===== src/rtl/special_case_encoder.sv =====
// FPHUB adder output stage: maps a special-case code to its canonical HUB word
// (or passes the normal result through) and buffers it in a 2-entry FIFO.
// Optional illegal-code flagging is enabled by defining SPECIAL_ENC_CHECK_EN.
module special_case_encoder #(
  parameter int M            = 23,
  parameter int E            = 8,
  parameter int special_case = 7,
  localparam int CW          = $clog2(special_case),
  localparam int W           = E + M + 1
) (
  input  logic          clk,
  input  logic          rst_n,
  input  logic          in_valid,
  output logic          in_ready,
  input  logic [CW-1:0] in_code,
  input  logic [W-1:0]  in_result,
  output logic          out_valid,
  input  logic          out_ready,
  output logic [W-1:0]  out_data,
  output logic          out_special,
  output logic          err,
  input  logic          err_clr
);

  localparam logic [CW-1:0] C_PINF  = CW'(1);
  localparam logic [CW-1:0] C_NINF  = CW'(2);
  localparam logic [CW-1:0] C_PZERO = CW'(3);
  localparam logic [CW-1:0] C_NZERO = CW'(4);
  localparam logic [CW-1:0] C_PONE  = CW'(5);
  localparam logic [CW-1:0] C_NONE  = CW'(6);

  typedef struct packed {
    logic         special;
    logic [W-1:0] data;
  } entry_t;

  logic [W-1:0] enc_data;
  logic         enc_special;

  // Code 0 and any unlisted code fall through to the normal-path result.
  always_comb begin
    enc_data    = in_result;
    enc_special = 1'b0;
    case (in_code)
      C_PINF:  begin enc_data = {1'b0, {(W-1){1'b1}}};               enc_special = 1'b1; end
      C_NINF:  begin enc_data = {1'b1, {(W-1){1'b1}}};               enc_special = 1'b1; end
      C_PZERO: begin enc_data = '0;                                  enc_special = 1'b1; end
      C_NZERO: begin enc_data = {1'b1, {(W-1){1'b0}}};               enc_special = 1'b1; end
      C_PONE:  begin enc_data = {1'b0, 1'b1, {(W-2){1'b0}}};         enc_special = 1'b1; end
      C_NONE:  begin enc_data = {1'b1, 1'b1, {(W-2){1'b0}}};         enc_special = 1'b1; end
      default: ;
    endcase
  end

  entry_t [1:0] mem_q, mem_d;
  logic         rd_ptr_q, rd_ptr_d;
  logic         wr_ptr_q, wr_ptr_d;
  logic [1:0]   cnt_q, cnt_d;
  logic         accept, pop;

  // Ready comes from the registered count only, so out_ready never reaches in_ready.
  assign in_ready    = (cnt_q != 2'd2);
  assign out_valid   = (cnt_q != 2'd0);
  assign accept      = in_valid && in_ready;
  assign pop         = out_valid && out_ready;
  assign out_data    = mem_q[rd_ptr_q].data;
  assign out_special = mem_q[rd_ptr_q].special;

  always_comb begin
    mem_d    = mem_q;
    wr_ptr_d = wr_ptr_q ^ accept;
    rd_ptr_d = rd_ptr_q ^ pop;
    cnt_d    = cnt_q + 2'(accept) - 2'(pop);
    if (accept) begin
      mem_d[wr_ptr_q].special = enc_special;
      mem_d[wr_ptr_q].data    = enc_data;
    end
  end

  always_ff @(posedge clk or negedge rst_n) begin
    if (!rst_n) begin
      mem_q    <= '0;
      rd_ptr_q <= 1'b0;
      wr_ptr_q <= 1'b0;
      cnt_q    <= 2'd0;
    end else begin
      mem_q    <= mem_d;
      rd_ptr_q <= rd_ptr_d;
      wr_ptr_q <= wr_ptr_d;
      cnt_q    <= cnt_d;
    end
  end

`ifdef SPECIAL_ENC_CHECK_EN
  logic err_q, err_d, illegal;

  assign illegal = (32'(in_code) >= 32'(special_case));

  // Set has priority over a same-cycle clear.
  always_comb begin
    err_d = err_q;
    if (err_clr)            err_d = 1'b0;
    if (accept && illegal)  err_d = 1'b1;
  end

  always_ff @(posedge clk or negedge rst_n) begin
    if (!rst_n) err_q <= 1'b0;
    else        err_q <= err_d;
  end

  assign err = err_q;
`else
  logic unused_err_clr;
  assign unused_err_clr = err_clr;
  assign err            = 1'b0;
`endif

endmodule


===== config.mk =====
export PLATFORM = sky130hd
export DESIGN_NAME = special_case_encoder
export DESIGN_NICKNAME = d
export VERILOG_FILES = /design/src/rtl/special_case_encoder.sv
export SDC_FILE = /design/constraint.sdc
export NUM_CORES = 1
export LEC_CHECK = 0
export CAP_MARGIN = 20
export CORE_ASPECT_RATIO = 1.75
export CORE_MARGIN = 2
export CORE_UTILIZATION = 50
export DETAILED_ROUTE_END_ITERATION = 8
export PLACE_DENSITY_LB_ADDON = 0.12
export SLEW_MARGIN = 10
export SYNTH_ARGS = -nofsm -noshare
export SYNTH_HDL_FRONTEND = slang
export SYNTH_SLANG_ARGS = --single-unit

===== constraint.sdc =====
create_clock -name clk -period 2 [get_ports clk]
set_input_delay 0.4 -clock clk [delete_from_list [all_inputs] [get_ports clk]]
set_output_delay 0.4 -clock clk [all_outputs]
set_load 0.005 [all_outputs]

==> results.py <==
metrics = {
    "run_status": {
        "status": "finished, final reports clean",
    },
    "floorplan": {
        "die_area_um2": 7398,
        "core_um2": 6490,
        "die_h_um": 112.3,
        "ioPinCount": 76,
        "initial_core_util_pct": 51.63,
        "rows": 39,
        "die_x_um": 65.88,
    },
    "global_route": {
        "gr-total-overflow": 0,
        "grt_max_degree": 38,
        "antenna_found_initial": 0,
        "grt_pass1_vias": 2911,
        "grt_pass1_wl_um": 13690,
        "grt_usage_pct": 24.14,
    },
    "logic_synthesis": {
        "synth_compound_area_share_pct": 26.36,
        "yosysSeqAreaShare_pct": 52.28,
        "syn_inst": 361,
        "synth_largest_area_cell": "dfrtp_1",
        "syn_area_um2": 3351,
        "avgSynthCellArea_um2": 9.282,
        "synth_cell_types": 29,
        "synth_top_family_by_area": "compound AO/OA/AOI/OAI gates",
        "synthTopCellsByCount": "70 x dfrtp_1, 70 x inv_1, 64 x o22ai_1, 35 x nand2_1, 35 x o21ai_0",
        "yosys_warnings": 0,
        "synthMuxAreaShare_pct": 0,
        "synth_fa_ha_area_share_pct": 1.494,
        "async_reset_ff_share_pct": 100.0,
        "synthSimpleGateAreaFrac_pct": 6.311,
        "synth_xor_xnor_area_share_pct": 0.7842,
        "synth_edf_count": 0,
        "synth_top_cell_area_share_pct": 52.28,
        "synthFlopType": "dfrtp_1",
        "ys_seq_elements": 70,
        "syn_nets": 405,
        "synthTopCellsByArea": "dfrtp_1 52%, o22ai_1 12%, inv_1 7.8%, a21oi_2 7.1%, o21ai_0 5.2%",
    },
    "worst_setup_path": {
        "path_buf_inv": 1,
        "path_class": "register to primary output",
        "r2r_cells": 7,
        "arrival_ns": 1.48,
        "r2r-end": "cnt_q[1]",
        "crit_fanout": 3,
        "rrSetupSlack_ns": 0.22,
        "crit_path_start_kind": "register",
        "max_stage_delay_ns": 0.45,
        "crit_slowest_cell": "clkdlybuf4s50_1",
        "path_delay_family": "buffers and inverters",
        "worst_setup_path_end_kind": "primary output",
        "worstReg2RegStart": "cnt_q[1]",
        "worstPathRequired_ns": 1.60,
        "crit_chain": "or2_2 -> clkdlybuf4s50_1",
    },
    "power_and_ir_drop": {
        "leakage_nw": 2.140,
        "p_switching_mw": 2.302,
        "cellPowerDensity_nw_per_um2": 1468,
        "vdd_drop_max_mv": 1.157,
        "comb_power_share_pct": 42.1,
        "intPower_mw": 4.393,
        "sequentialPowerShare_pct": 34.5,
        "clockPowerShare_pct": 23.4,
        "swShare_pct": 34.38,
    },
    "clock_tree": {
        "clockRootBuffer": "clkbuf_16",
        "cts_tree": "yes",
        "clkLatencyLatePin_ns": 0.33,
        "hold_buffers": 0,
        "cts_buffer_depth": 2,
        "cts_sinks": 70,
        "cts_buffers": 9,
        "htree_levels": 3,
        "clk_pin_slew_ns": 0.06,
    },
    "cells_and_area": {
        "layout.area.seq_um2": 1753,
        "multi_input_comb_area_um2": 1204,
        "syn2layout_area_growth_pct": 36.07,
        "stdcell_count": 525,
        "fillCellCount": 523,
        "nets": 482,
        "finalInstanceArea_um2": 4559,
        "n_antenna_cell": 0,
        "layout-drive-gt1-share_pct": 18.06,
    },
    "routing": {
        "route.vias.total": 2821,
        "drt_wl_total_um": 8080,
        "wl_per_cell_um": 15.39,
        "ant_nets": 0,
        "drt_iter0_markers": 165,
        "first_pass_iters": 4,
        "routed_via_density": 5.373,
        "drcViolationCount": 0,
    },
    "timing": {
        "finClkSkew_ns": 0.005833,
        "slew_viol_final": 0,
        "period_minus_slack_ns": 1.876,
        "rsz0062_at_grt": "no",
        "finalSetupViolCount": 0,
        "max-slew-margin-rel_pct": 57.41,
        "hold_viol": 0,
        "tightest_slew_ns": 0.6388,
        "max_freq_ghz": 0.5330,
        "fin_setup_tns_ns": 0,
        "min_period_over_period_pct": 93.82,
    },
    "place": {
        "gp_congestion": 0.7291,
        "place_area_um2": 4230,
        "dpl.hpwl_um": 5065,
        "place_inst": 505,
        "port_buffers": 73,
    },
    "job": {
        "cap_violations": 0,
    },
    "min_path": {
        "holdCritPathClass": "primary input to async pin",
    },
}
## flip-flops by register name, summed over array words and instances, names as in the netlist
name and flops:
mem_q 66, rd_ptr_q 1, wr_ptr_q 1, cnt_q 2
## power by group through the flow
stage,Clock [mW],Combinational (mW),Sequential (mW)
final,1.57,2.82,2.31
after global routing,1.66,3.12,2.39
after CTS,1.59,2.78,2.33
after detailed placement,0,2.85,2.34
after global placement,0,2.80,2.31
after floorplan,0,1.50,2.27
## worst max path at each step
stage                          start            to  slack, ns  cells after the start
final                       cnt_q[1]     out_valid       0.12                      2
after global routing        rd_ptr_q  out_data[30]       0.06                      4
after CTS                   rd_ptr_q  out_data[30]       0.06                      4
after detailed placement  in_code[2]      mem_q[3]     -0.001                      5
after global placement    in_code[2]      mem_q[9]      0.009                      5
after floorplan             cnt_q[0]      mem_q[0]       0.30                      7
## repair_timing
action                                  CTS  global route
resized for setup                        60             2
endpoints found under the setup margin   33             3
pin swaps                                 0             0
buffers inserted                          1             2
gates cloned                              1             0
## area by class of cell
type                       count  share of cell area (%)
sequential                    70                   38.45
multi-input combinational    191                   26.40
timing repair buffer          96                   20.61
inverter                      70                   5.763
clock buffer                   9                   4.940
tap                           82                   2.250
clock inverter                 7                   1.592
## per-layer routing
| metal | vias to the layer above | GRT usage, % | wire length (um) |
|---|---|---|---|
| met2 | 72 | 41.35 | 4271 |
| met1 | 1366 | 30.32 | 3394 |
| met5 | - | 0 | 0 |
| met3 | 9 | 4.008 | 294 |
| met4 | 0 | 8.333 | 121 |
| li1 | 1374 | - | - |
## metrics by stage
stage / total power, mW / worst slack [ns] / utilization, % / hold WS (ns)
after CTS: 6.700 / 0.06075 / 70.02 / 0.1133
after floorplan: 3.765 / 0.2972 / - / 0.1044
after detailed placement: 5.191 / -0.001078 / 65.18 / 0.4592
final: 6.695 / 0.1237 / 70.25 / 0.09481
after global placement: 5.107 / 0.009426 / 65.18 / 0.4534
after global routing: 7.174 / 0.06399 / 70.25 / 0.1449
## kinds of logic (layout without fill, tap and decap cells)
logic type | Yosys count | count (layout)
buf+inv | 100 | 182
xor+xnor | 3 | 3
compound gates | 134 | 134
simple gates | 49 | 49
flops | 70 | 70
fa+ha+maj | 4 | 4
other cells | 1 | 1
## worst register-to-register path, delay by kind of cell, from the launching register on
family	cells	cell delay, ns
fa+ha+maj	2	0.45
xor+xnor	2	0.30
buf+inv	1	0.04
simple gates	2	0.51
flops	1	0.40
## placed cells by master, fill, tap and decap left out, drive strengths merged, types with 2 or more instances in the layout
cell,instances
inv,71
dfrtp,70
o22ai,64
clkdlybuf4s50,39
nand2,35
o21ai,35
dlygate4sd2,33
a21oi,30
buf,24
clkbuf,9
ha,4
nand3,3
clkinv,3
nand2b,2
and2,2
xnor2,2
a21bo,2
nand4,2
nor2,2
clkinvlp,2
No activity file was read; power rests on OpenSTA's default activity.
